`config.mk`:
```
export PLATFORM = sky130hd
export DESIGN_NAME = muldiv_unit_flat
export DESIGN_NICKNAME = d
export VERILOG_FILES = /design/src/rtl/muldiv_unit_if.sv /design/src/rtl/muldiv_unit.sv /design/src/flat_wrapper.sv
export SDC_FILE = /design/constraint.sdc
export NUM_CORES = 1
export LEC_CHECK = 0
export ABC_AREA = 0
export CAP_MARGIN = 20
export CORE_ASPECT_RATIO = 1.1
export CORE_MARGIN = 1.5
export CORE_UTILIZATION = 38
export DETAILED_ROUTE_END_ITERATION = 8
export PLACE_DENSITY_LB_ADDON = 0.3
export SLEW_MARGIN = 20
export SYNTH_ARGS = -nofsm -noshare
export SYNTH_HDL_FRONTEND = slang
export SYNTH_SLANG_ARGS = --single-unit
export TNS_END_PERCENT = 5
```
`constraint.sdc`:
```
create_clock -name CLK -period 5.4 [get_ports CLK]
set_clock_uncertainty 0.15 [all_clocks]
set_input_delay 0.54 -clock CLK [delete_from_list [all_inputs] [get_ports CLK]]
set_output_delay 0.54 -clock CLK [all_outputs]
set_load 0.05 [all_outputs]
```
`src/rtl/muldiv_unit_if.sv`:
```
// Request/response bundle between the control unit and the RV32M multiply/divide unit.
interface muldiv_unit_if #(
    parameter int XLEN = 32
);
    logic            Start;
    logic [2:0]      Funct3;
    logic [XLEN-1:0] A;
    logic [XLEN-1:0] B;
    logic [4:0]      RdIn;
    logic            Busy;
    logic            Done;
    logic [XLEN-1:0] Result;
    logic [4:0]      RdOut;

    modport master (
        output Start, Funct3, A, B, RdIn,
        input  Busy, Done, Result, RdOut
    );

    modport slave (
        input  Start, Funct3, A, B, RdIn,
        output Busy, Done, Result, RdOut
    );
endinterface

```
`src/rtl/muldiv_unit.sv`:
```
// Iterative RV32M multiply/divide: one radix-2 step per cycle, IDLE/CALC/DONE handshake.
// Optional macro MULDIV_EARLY_OUT_EN: divide-by-zero and signed overflow finish after one CALC cycle.
module muldiv_unit #(
    parameter int XLEN = 32
) (
    input  logic          CLK,
    input  logic          RST,
    muldiv_unit_if.slave  bus
);
    typedef enum logic [1:0] {IDLE, CALC, DONE} state_t;

    state_t            state_q, state_d;
    logic [5:0]        cnt_q, cnt_d;
    logic [2:0]        f3_q, f3_d;
    logic [4:0]        rd_q, rd_d;
    logic              sign_a_q, sign_a_d;
    logic              sign_b_q, sign_b_d;
    logic [XLEN-1:0]   opnd_q, opnd_d;
    logic [2*XLEN-1:0] acc_q, acc_d;
    logic              special_q, special_d;
    logic [XLEN-1:0]   spec_res_q, spec_res_d;
    logic [XLEN-1:0]   result_q, result_d;
    logic              busy_q, busy_d;
    logic              done_q, done_d;

    // Operand decode for the request currently on the bus
    logic            in_is_div, in_a_signed, in_b_signed;
    logic            in_div_zero, in_ovf;
    logic [XLEN-1:0] in_mag_a, in_mag_b;

    always_comb begin
        in_is_div   = bus.Funct3[2];
        in_a_signed = (bus.Funct3 == 3'b001) || (bus.Funct3 == 3'b010) ||
                      (bus.Funct3 == 3'b100) || (bus.Funct3 == 3'b110);
        in_b_signed = (bus.Funct3 == 3'b001) || (bus.Funct3 == 3'b100) ||
                      (bus.Funct3 == 3'b110);
        in_mag_a    = (in_a_signed && bus.A[XLEN-1]) ? (~bus.A + 1'b1) : bus.A;
        in_mag_b    = (in_b_signed && bus.B[XLEN-1]) ? (~bus.B + 1'b1) : bus.B;
        in_div_zero = (bus.B == '0);
        in_ovf      = !bus.Funct3[0] && (bus.A == 32'h8000_0000) && (bus.B == 32'hFFFF_FFFF);
    end

    // One iteration step. acc holds {hi,lo} for multiply and {rem,quo} for divide.
    logic [XLEN:0]     mul_sum;
    logic [XLEN:0]     rem_trial;
    logic              div_ge;
    logic [XLEN-1:0]   div_diff;
    logic [2*XLEN-1:0] step_next;
    logic [2*XLEN-1:0] prod;
    logic [XLEN-1:0]   quo, rem;
    logic [XLEN-1:0]   fin_res;
    logic              finish;

    always_comb begin
        mul_sum   = {1'b0, acc_q[2*XLEN-1:XLEN]} + (acc_q[0] ? {1'b0, opnd_q} : '0);
        rem_trial = acc_q[2*XLEN-1:XLEN-1];
        div_ge    = (rem_trial >= {1'b0, opnd_q});
        // Only the low word of the difference matters: it is < divisor when taken
        div_diff  = rem_trial[XLEN-1:0] - opnd_q;
        if (f3_q[2]) begin
            step_next = div_ge ? {div_diff, acc_q[XLEN-2:0], 1'b1}
                               : {rem_trial[XLEN-1:0], acc_q[XLEN-2:0], 1'b0};
        end else begin
            step_next = {mul_sum, acc_q[XLEN-1:1]};
        end

        prod = (sign_a_q ^ sign_b_q) ? (~step_next + 1'b1) : step_next;
        quo  = (sign_a_q ^ sign_b_q) ? (~step_next[XLEN-1:0] + 1'b1) : step_next[XLEN-1:0];
        rem  = sign_a_q ? (~step_next[2*XLEN-1:XLEN] + 1'b1) : step_next[2*XLEN-1:XLEN];

        if (special_q) begin
            fin_res = spec_res_q;
        end else begin
            case (f3_q)
                3'b000:                 fin_res = prod[XLEN-1:0];
                3'b001, 3'b010, 3'b011: fin_res = prod[2*XLEN-1:XLEN];
                3'b100, 3'b101:         fin_res = quo;
                default:                fin_res = rem;
            endcase
        end

`ifdef MULDIV_EARLY_OUT_EN
        finish = (cnt_q == 6'd31) || special_q;
`else
        finish = (cnt_q == 6'd31);
`endif
    end

    always_comb begin
        state_d    = state_q;
        cnt_d      = cnt_q;
        f3_d       = f3_q;
        rd_d       = rd_q;
        sign_a_d   = sign_a_q;
        sign_b_d   = sign_b_q;
        opnd_d     = opnd_q;
        acc_d      = acc_q;
        special_d  = special_q;
        spec_res_d = spec_res_q;
        result_d   = result_q;
        busy_d     = busy_q;
        done_d     = 1'b0;

        case (state_q)
            IDLE: begin
                if (bus.Start) begin
                    state_d    = CALC;
                    busy_d     = 1'b1;
                    cnt_d      = '0;
                    f3_d       = bus.Funct3;
                    rd_d       = bus.RdIn;
                    sign_a_d   = in_a_signed && bus.A[XLEN-1];
                    sign_b_d   = in_b_signed && bus.B[XLEN-1];
                    acc_d      = {{XLEN{1'b0}}, (in_is_div ? in_mag_a : in_mag_b)};
                    opnd_d     = in_is_div ? in_mag_b : in_mag_a;
                    special_d  = in_is_div && (in_div_zero || in_ovf);
                    if (in_div_zero) begin
                        spec_res_d = bus.Funct3[1] ? bus.A : 32'hFFFF_FFFF;
                    end else begin
                        spec_res_d = bus.Funct3[1] ? 32'h0 : 32'h8000_0000;
                    end
                end
            end
            CALC: begin
                acc_d = step_next;
                cnt_d = cnt_q + 6'd1;
                if (finish) begin
                    state_d  = DONE;
                    result_d = fin_res;
                    done_d   = 1'b1;
                end
            end
            DONE: begin
                state_d = IDLE;
                busy_d  = 1'b0;
            end
            default: begin
                state_d = IDLE;
                busy_d  = 1'b0;
            end
        endcase
    end

    always_ff @(posedge CLK) begin
        if (RST) begin
            state_q    <= IDLE;
            cnt_q      <= '0;
            f3_q       <= '0;
            rd_q       <= '0;
            sign_a_q   <= 1'b0;
            sign_b_q   <= 1'b0;
            opnd_q     <= '0;
            acc_q      <= '0;
            special_q  <= 1'b0;
            spec_res_q <= '0;
            result_q   <= '0;
            busy_q     <= 1'b0;
            done_q     <= 1'b0;
        end else begin
            state_q    <= state_d;
            cnt_q      <= cnt_d;
            f3_q       <= f3_d;
            rd_q       <= rd_d;
            sign_a_q   <= sign_a_d;
            sign_b_q   <= sign_b_d;
            opnd_q     <= opnd_d;
            acc_q      <= acc_d;
            special_q  <= special_d;
            spec_res_q <= spec_res_d;
            result_q   <= result_d;
            busy_q     <= busy_d;
            done_q     <= done_d;
        end
    end

    assign bus.Busy   = busy_q;
    assign bus.Done   = done_q;
    assign bus.Result = result_q;
    assign bus.RdOut  = rd_q;
endmodule
```
`src/flat_wrapper.sv`:
```
// flat-port wrapper written by rule: the top's interface ports become plain ports
module muldiv_unit_flat 
#(
    parameter int XLEN = 32
)
  (CLK, RST, bus_Start, bus_Funct3, bus_A, bus_B, bus_RdIn, bus_Busy, bus_Done, bus_Result, bus_RdOut);
  muldiv_unit_if #(.XLEN(XLEN)) bus_i ();
  input  logic CLK;
  input  logic RST;
  input wire logic [$bits(bus_i.Start)-1:0] bus_Start;
  input wire logic [$bits(bus_i.Funct3)-1:0] bus_Funct3;
  input wire logic [$bits(bus_i.A)-1:0] bus_A;
  input wire logic [$bits(bus_i.B)-1:0] bus_B;
  input wire logic [$bits(bus_i.RdIn)-1:0] bus_RdIn;
  output wire logic [$bits(bus_i.Busy)-1:0] bus_Busy;
  output wire logic [$bits(bus_i.Done)-1:0] bus_Done;
  output wire logic [$bits(bus_i.Result)-1:0] bus_Result;
  output wire logic [$bits(bus_i.RdOut)-1:0] bus_RdOut;
  assign bus_i.Start = bus_Start;
  assign bus_i.Funct3 = bus_Funct3;
  assign bus_i.A = bus_A;
  assign bus_i.B = bus_B;
  assign bus_i.RdIn = bus_RdIn;
  assign bus_Busy = bus_i.Busy;
  assign bus_Done = bus_i.Done;
  assign bus_Result = bus_i.Result;
  assign bus_RdOut = bus_i.RdOut;
  muldiv_unit #(.XLEN(XLEN)) u_core (.CLK(CLK), .RST(RST), .bus(bus_i));
endmodule
```
==> flow_metrics.py, run 1 <==
metrics = {
    "clocking": {
        "cts_buffer_depth": 2,
        "postCtsHoldBufs": 0,
        "clock_sinks": 181,
        "cts-buffers-inserted": 17,
        "clk_pin_slew_ns": 0.07,
        "cts_tree": "built",
        "cts_max_level": 4,
        "insertion_delay_ns": 0.50,
        "root_buffer": "clkbuf_16",
        "cts_setup_buffers": 0,
        "cts_resized": 1,
    },
    "drt": {
        "avgViaCountPerCell": 6.217,
        "drtAntennaViolNets": 0,
        "vias": 19707,
        "drt_iter0_drc": 2086,
        "remaining_drc_errors": 0,
        "routed_wirelength_mm": 76.84,
        "wire_per_inst_um": 24.24,
        "dr.pass1.iters": 6,
    },
    "final_layout": {
        "fin_nets": 2718,
        "area_growth_pct": 17.32,
        "fin_cells": 3170,
        "drive_gt1_share_pct": 10.65,
        "diodes": 0,
    },
    "worst_setup_path": {
        "r2r_setup_slack_ns": 0.16,
        "crit_type": "reg -> reg",
        "worst_setup_path_start_kind": "flop",
        "worstPathRequired_ns": 5.65,
        "rr_startpoint": "u_core.opnd_q[1]$_SDFFE_PP0P_",
        "rr_worst_depth": 14,
        "arrival_ns": 5.49,
        "critPathCaptureType": "flop",
        "path_max_fanout": 9,
        "cp-startpoint": "u_core.opnd_q[1]$_SDFFE_PP0P_",
        "crit-reg2reg-capture": "u_core.bus.Result[28]$_SDFFE_PP0P_",
    },
    "global_routing": {
        "grtUsageTotal_pct": 31.90,
        "antenna_found_initial": 3,
        "grt_max_degree": 93,
        "grt_pass1_wl_mm": 115.0,
        "first_global_vias": 18457,
        "overflow": 0,
    },
    "power_and_ir_drop": {
        "ir_drop_uv": 260.1,
        "cellPowerDensity_mw_per_mm2": 252.5,
        "p_leak_nw": 7.684,
    },
    "logic_synthesis": {
        "ys_types": 108,
        "ys_warn_count": 0,
        "synth_area_per_cell_um2": 7.116,
        "ys_async_sr_fraction_pct": 0,
        "syn_nets": 2601,
        "synth_top_flop_cell": "dfxtp_1",
        "ys_seq_area_share_pct": 20.75,
        "netlist_area_mm2": 0.01746,
        "syn_inst": 2454,
        "synth_seq_cells": 181,
        "synth_enable_flop_cells": 0,
    },
    "sta": {
        "min_period_over_period_pct": 96.98,
        "slew_violations": 0,
        "setup_viol_count_final": 0,
        "rsz0062_at_grt": "yes",
        "slew_headroom_pct": 27.31,
        "finalHoldViolCount": 0,
        "fin_tns_setup_ns": 0,
        "fmax_mhz": 190.9,
        "tightest_slew_ns": 1.089,
        "min_period_ns": 5.237,
    },
    "hold_path": {
        "hold_path_class": "reg -> reg",
        "min_from": "u_core.spec_res_q[25]$_SDFFE_PP0P_",
        "min_to": "u_core.spec_res_q[25]$_SDFFE_PP0P_",
        "hold_depth": 2,
    },
    "floorplan": {
        "die_h_um": 227.8,
        "placementRows": 82,
        "fp.dieArea_mm2": 0.04725,
        "start_util_pct": 38.42,
        "core-area_mm2": 0.04545,
        "ios": 114,
        "dieWidth_um": 207.4,
    },
    "placed_design": {
        "place_hpwl_mm": 60.85,
        "place_congestion": 1.020,
        "dp.cells": 3140,
        "portBuffers": 113,
    },
    "run_status": {
        "status": "completed",
    },
    "run": {
        "cap_violations": 0,
    },
}
## registers in the layout (all words and copies together) (netlist names)
signal,flops
u_core.sign_a_q,1
u_core.acc_q,64
u_core.special_q,1
u_core.spec_res_q,32
u_core.bus.Result,32
u_core.bus.RdOut,5
u_core.state_q,2
u_core.sign_b_q,1
u_core.f3_q,3
u_core.bus.Busy,1
u_core.bus.Done,1
u_core.cnt_q,6
u_core.opnd_q,32
## stage by stage
stage / utilization [%] / cell area [um^2] / total power [W] / worst slack (ns) / hold WS [ns]
after CTS: 44.96 / 20440 / 0.005111 / 0.1936 / 0.3004
final: 45.08 / 20490 / 0.005174 / 0.1629 / 0.3010
after detailed placement: 43.64 / 19840 / 0.003770 / 0.02489 / 0.2927
after global placement: 43.64 / 19840 / 0.003762 / 0.00006128 / 0.2874
after floorplan: - / 17460 / 0.002875 / 0.2153 / 0.2767
after global routing: 45.08 / 20490 / 0.005387 / -0.04890 / 0.3218
## report_power, final
| part | internal (W) | switching (W) |
|---|---|---|
| Combinational | 0.000842 | 0.00152 |
| Sequential | 0.00140 | 0.0000701 |
| Clock | 0.000737 | 0.000608 |
| Total | 0.00297 | 0.00220 |
## cell type report
| class | count | area [um^2] |
|---|---|---|
| clock buffers | 19 | 442.9 |
| clock inverters | 11 | 152.6 |
| fillers | 4660 | 24960 |
| inverters | 74 | 277.8 |
| multi-input cells | 2032 | 12970 |
| flip-flops and latches | 181 | 3628 |
| well taps | 588 | 735.7 |
| repair buffers | 265 | 2277 |
## logic make-up after synthesis
logic type	share of synthesized area [%]
xor+xnor	7.874
mux	3.704
compound gates	30.29
simple gates	26.65
fa+ha+maj	5.245
flops	20.75
buf+inv	5.488
## Yosys cell counts, drive strengths merged, types with 19 or more instances
master    n  share of area [%]
nor4     33                1.5
a31oi    32                1.2
a211oi   36                1.6
buf      34                1.0
dfxtp   181                 21
o211ai   43                1.9
mux2i    54                3.2
xnor2    91                4.6
nand4    41                1.5
nand2   300                6.5
nor2b    23               0.84
o21ai   145                4.2
or3      28                1.0
nand2b   38                1.4
nor2    222                4.8
a21o     32                1.4
nand3    80                2.4
a21oi   271                7.9
xor2     66                3.3
nor3     70                2.2
ha       70                5.0
inv      72                1.5
o221ai   32                1.6
clkbuf  133                2.9
o21a     19               0.82
and2     50                1.8
## placed cells by master, fill, tap and decap left out, drive strengths merged, types with 32 or more instances in the layout
master         instances
buf                  154
nor4                  33
inv                   74
o211ai                43
nor2                 222
a31oi                 32
xor2                  66
xnor2                 91
ha                    70
o21ai                145
nand2                300
a21oi                271
dfxtp                181
nand3                 80
nand4                 41
and2                  50
nor3                  70
a211oi                36
mux2i                 54
clkdlybuf4s50        111
nand2b                38
o221ai                32
a21o                  32
## routing by layer
layer  track usage (%)  routed length [um]
met4             16.96                4339
met5                 0                  38
met3             5.672                5489
met2             50.24               33930
met1             41.46               33030
## how the worst max path moves through the flow
stage	endpoint
final	u_core.bus.Result[28]$_SDFFE_PP0P_
after global routing	u_core.bus.Result[28]$_SDFFE_PP0P_
after CTS	u_core.bus.Result[18]$_SDFFE_PP0P_
after detailed placement	u_core.bus.Result[28]$_SDFFE_PP0P_
after global placement	u_core.bus.Result[28]$_SDFFE_PP0P_
after floorplan	u_core.bus.Result[18]$_SDFFE_PP0P_
## worst max-delay path: stages (launching register included)
cell and delay (ns):
dfxtp_1 0.40, inv_1 0.10, ha_1 0.39, nor2b_2 0.24, o2111ai_2 0.18, a2111oi_4 0.53
o211a_1 0.45, nor3_4 0.15, a311oi_4 0.64, o211ai_2 0.29, nor3_2 0.46, inv_2 0.09
or3_1 0.35, or4_1 0.48, a31oi_1 0.21
(Power assumes the default switching activity.)
==> inputs of run 2 (changes only) <==
- CORE_MARGIN: 1.5 -> 5
==> run 2 against run 1 <==
  * Power shrank 2.0%
  * Sequential cell count is the same
  * Setup slack gained 0.063 ns
  * First-iteration DRC count shrank 5.2%
  * Worst hold slack lost 0.00087 ns
  * Fmax grew 1.2%
==> flow_metrics.py, run 2 (synthesis results as in run 1) <==
metrics = {
    "run_status": {
        "status": "completed",
    },
    "placed_design": {
        "place_congestion": 1.020,
        "place_hpwl_mm": 60.62,
        "portBuffers": 113,
    },
    "hold_path": {
        "hold_path_class": "reg -> reg",
    },
    "clocking": {
        "clk_pin_slew_ns": 0.07,
        "cts_max_level": 4,
        "cts_buffer_depth": 2,
        "cts-buffers-inserted": 17,
        "insertion_delay_ns": 0.50,
        "cts_tree": "built",
        "cts_setup_buffers": 0,
        "root_buffer": "clkbuf_16",
        "clock_sinks": 181,
    },
    "final_layout": {
        "final_cell_mix": "299 x nand2_1, 267 x a21oi_1, 220 x nor2_1, 179 x dfxtp_1, 134 x buf_4",
        "diodes": 0,
        "final_common_cell": "nand2_1",
        "largest_register_ffs": 64,
        "area_growth_pct": 16.45,
        "regMostFlops": "u_core.acc_q",
        "fin_nets": 2700,
        "drive_gt1_share_pct": 10.14,
    },
    "worst_setup_path": {
        "crit_type": "reg -> reg",
        "worst_setup_path_start_kind": "flop",
        "cp_slowest_cell": "or4_1",
        "crit_family": "compound AO/OA/AOI/OAI gates",
        "worstPathRequired_ns": 5.66,
        "arrival_ns": 5.44,
        "crit_path_max_incr_delay_ns": 0.57,
        "critPathBufInv": 3,
        "crit_path_cell_trace": "buf_4, buf_4, and2_1, ha_1, a21o_1, a31o_2, a2bb2oi_1, a2111oi_0, buf_4, a311oi_1, xor2_1, mux2i_1, a21oi_1, nand2_1, or4_1, a311o_1, o32ai_2",
        "path_max_fanout": 18,
        "cp_common_cell": "buf_4",
        "critPathCaptureType": "flop",
    },
    "global_routing": {
        "first_global_vias": 18457,
        "grt_pass1_wl_mm": 115.9,
        "overflow": 0,
        "grtUsageTotal_pct": 29.36,
        "antenna_found_initial": 1,
        "grt_max_degree": 93,
    },
    "floorplan": {
        "fp.dieArea_mm2": 0.05035,
        "placementRows": 82,
        "die_h_um": 234.8,
        "dieWidth_um": 214.4,
        "start_util_pct": 38.33,
        "core-area_mm2": 0.04555,
        "ios": 114,
    },
    "sta": {
        "min_period_over_period_pct": 95.82,
        "tightest_slew_ns": 1.078,
        "finalHoldViolCount": 0,
        "min_period_ns": 5.174,
        "slew_violations": 0,
        "hold_ws_ns": 0.3002,
        "slew_headroom_pct": 28.07,
        "fmax_mhz": 193.3,
        "setup_viol_count_final": 0,
        "rsz0062_at_grt": "yes",
    },
    "power_and_ir_drop": {
        "ir_drop_uv": 216.9,
        "power_w": 0.005070,
        "cellPowerDensity_mw_per_mm2": 249.3,
        "p_leak_nw": 7.575,
    },
    "drt": {
        "drt_iter0_drc": 1978,
        "routed_wirelength_mm": 77.11,
        "vias": 19604,
        "remaining_drc_errors": 0,
        "dr.pass1.iters": 6,
        "wire_per_inst_um": 24.46,
        "drtAntennaViolNets": 0,
        "avgViaCountPerCell": 6.218,
    },
    "run": {
        "cap_violations": 0,
    },
}
run 2: metrics by stage:
step	instances	area, um^2	setup TNS, ns	utilization, %	setup slack (ns)
finish	3153	20340	0	44.64	0.2256
global route	3153	20340	-0.001653	44.64	-0.001653
CTS	3153	20260	0	44.48	0.05590
detailed placement	3122	19700	0	43.24	0.09483
global placement	3122	19700	0	43.24	0.1190
floorplan	2454	17460	0	-	0.2153
run 2: final timing paths:
path                                                          from                                 end  slack, ns  cells past startpoint
worst max-delay path                  u_core.acc_q[0]$_SDFFE_PP0P_  u_core.bus.Result[29]$_SDFFE_PP0P_       0.23                     17
worst min-delay path            u_core.spec_res_q[30]$_SDFFE_PP0P_  u_core.spec_res_q[30]$_SDFFE_PP0P_       0.30                      2
worst max register to register        u_core.acc_q[0]$_SDFFE_PP0P_  u_core.bus.Result[29]$_SDFFE_PP0P_       0.23                     17
worst min register to register  u_core.spec_res_q[30]$_SDFFE_PP0P_  u_core.spec_res_q[30]$_SDFFE_PP0P_       0.30                      2
run 2: worst reg2reg max path: stages, from the launching register on:
cell	delay [ns]
dfxtp_1	0.33
buf_4	0.16
buf_4	0.20
and2_1	0.18
ha_1	0.43
a21o_1	0.27
a31o_2	0.23
a2bb2oi_1	0.40
a2111oi_0	0.20
buf_4	0.19
a311oi_1	0.30
xor2_1	0.22
mux2i_1	0.24
a21oi_1	0.30
nand2_1	0.12
or4_1	0.57
a311o_1	0.36
o32ai_2	0.24
run 2: layer usage:
| metal | track usage, % | wire length, um | vias to the layer above | part of all wire, % |
|---|---|---|---|---|
| li1 | - | - | 9183 | - |
| met1 | 39.21 | 32620 | 9349 | 42 |
| met2 | 46.20 | 34470 | 896 | 45 |
| met3 | 5.278 | 6143 | 174 | 8.0 |
| met4 | 13.55 | 3858 | 2 | 5.0 |
| met5 | 0 | 14 | - | 0.018 |
run 2: what timing repair did:
action	in CTS	in global routing
hold buffers	0	0
endpoints found under the setup margin	0	17
gates resized for setup	0	14
run 2: final cells by class:
class	count	area, um^2
well taps	588	735.7
repair buffers	247	2142
multi-input cells	2032	12990
fillers	4719	25220
clock buffers	20	446.7
inverters	74	277.8
clock inverters	11	115.1
flip-flops and latches	181	3628
run 2: where the power goes:
group	total, W	internal [W]	switching, W
Combinational	0.00233	0.000826	0.00150
Clock	0.00128	0.000654	0.000623
Sequential	0.00147	0.00140	0.0000719
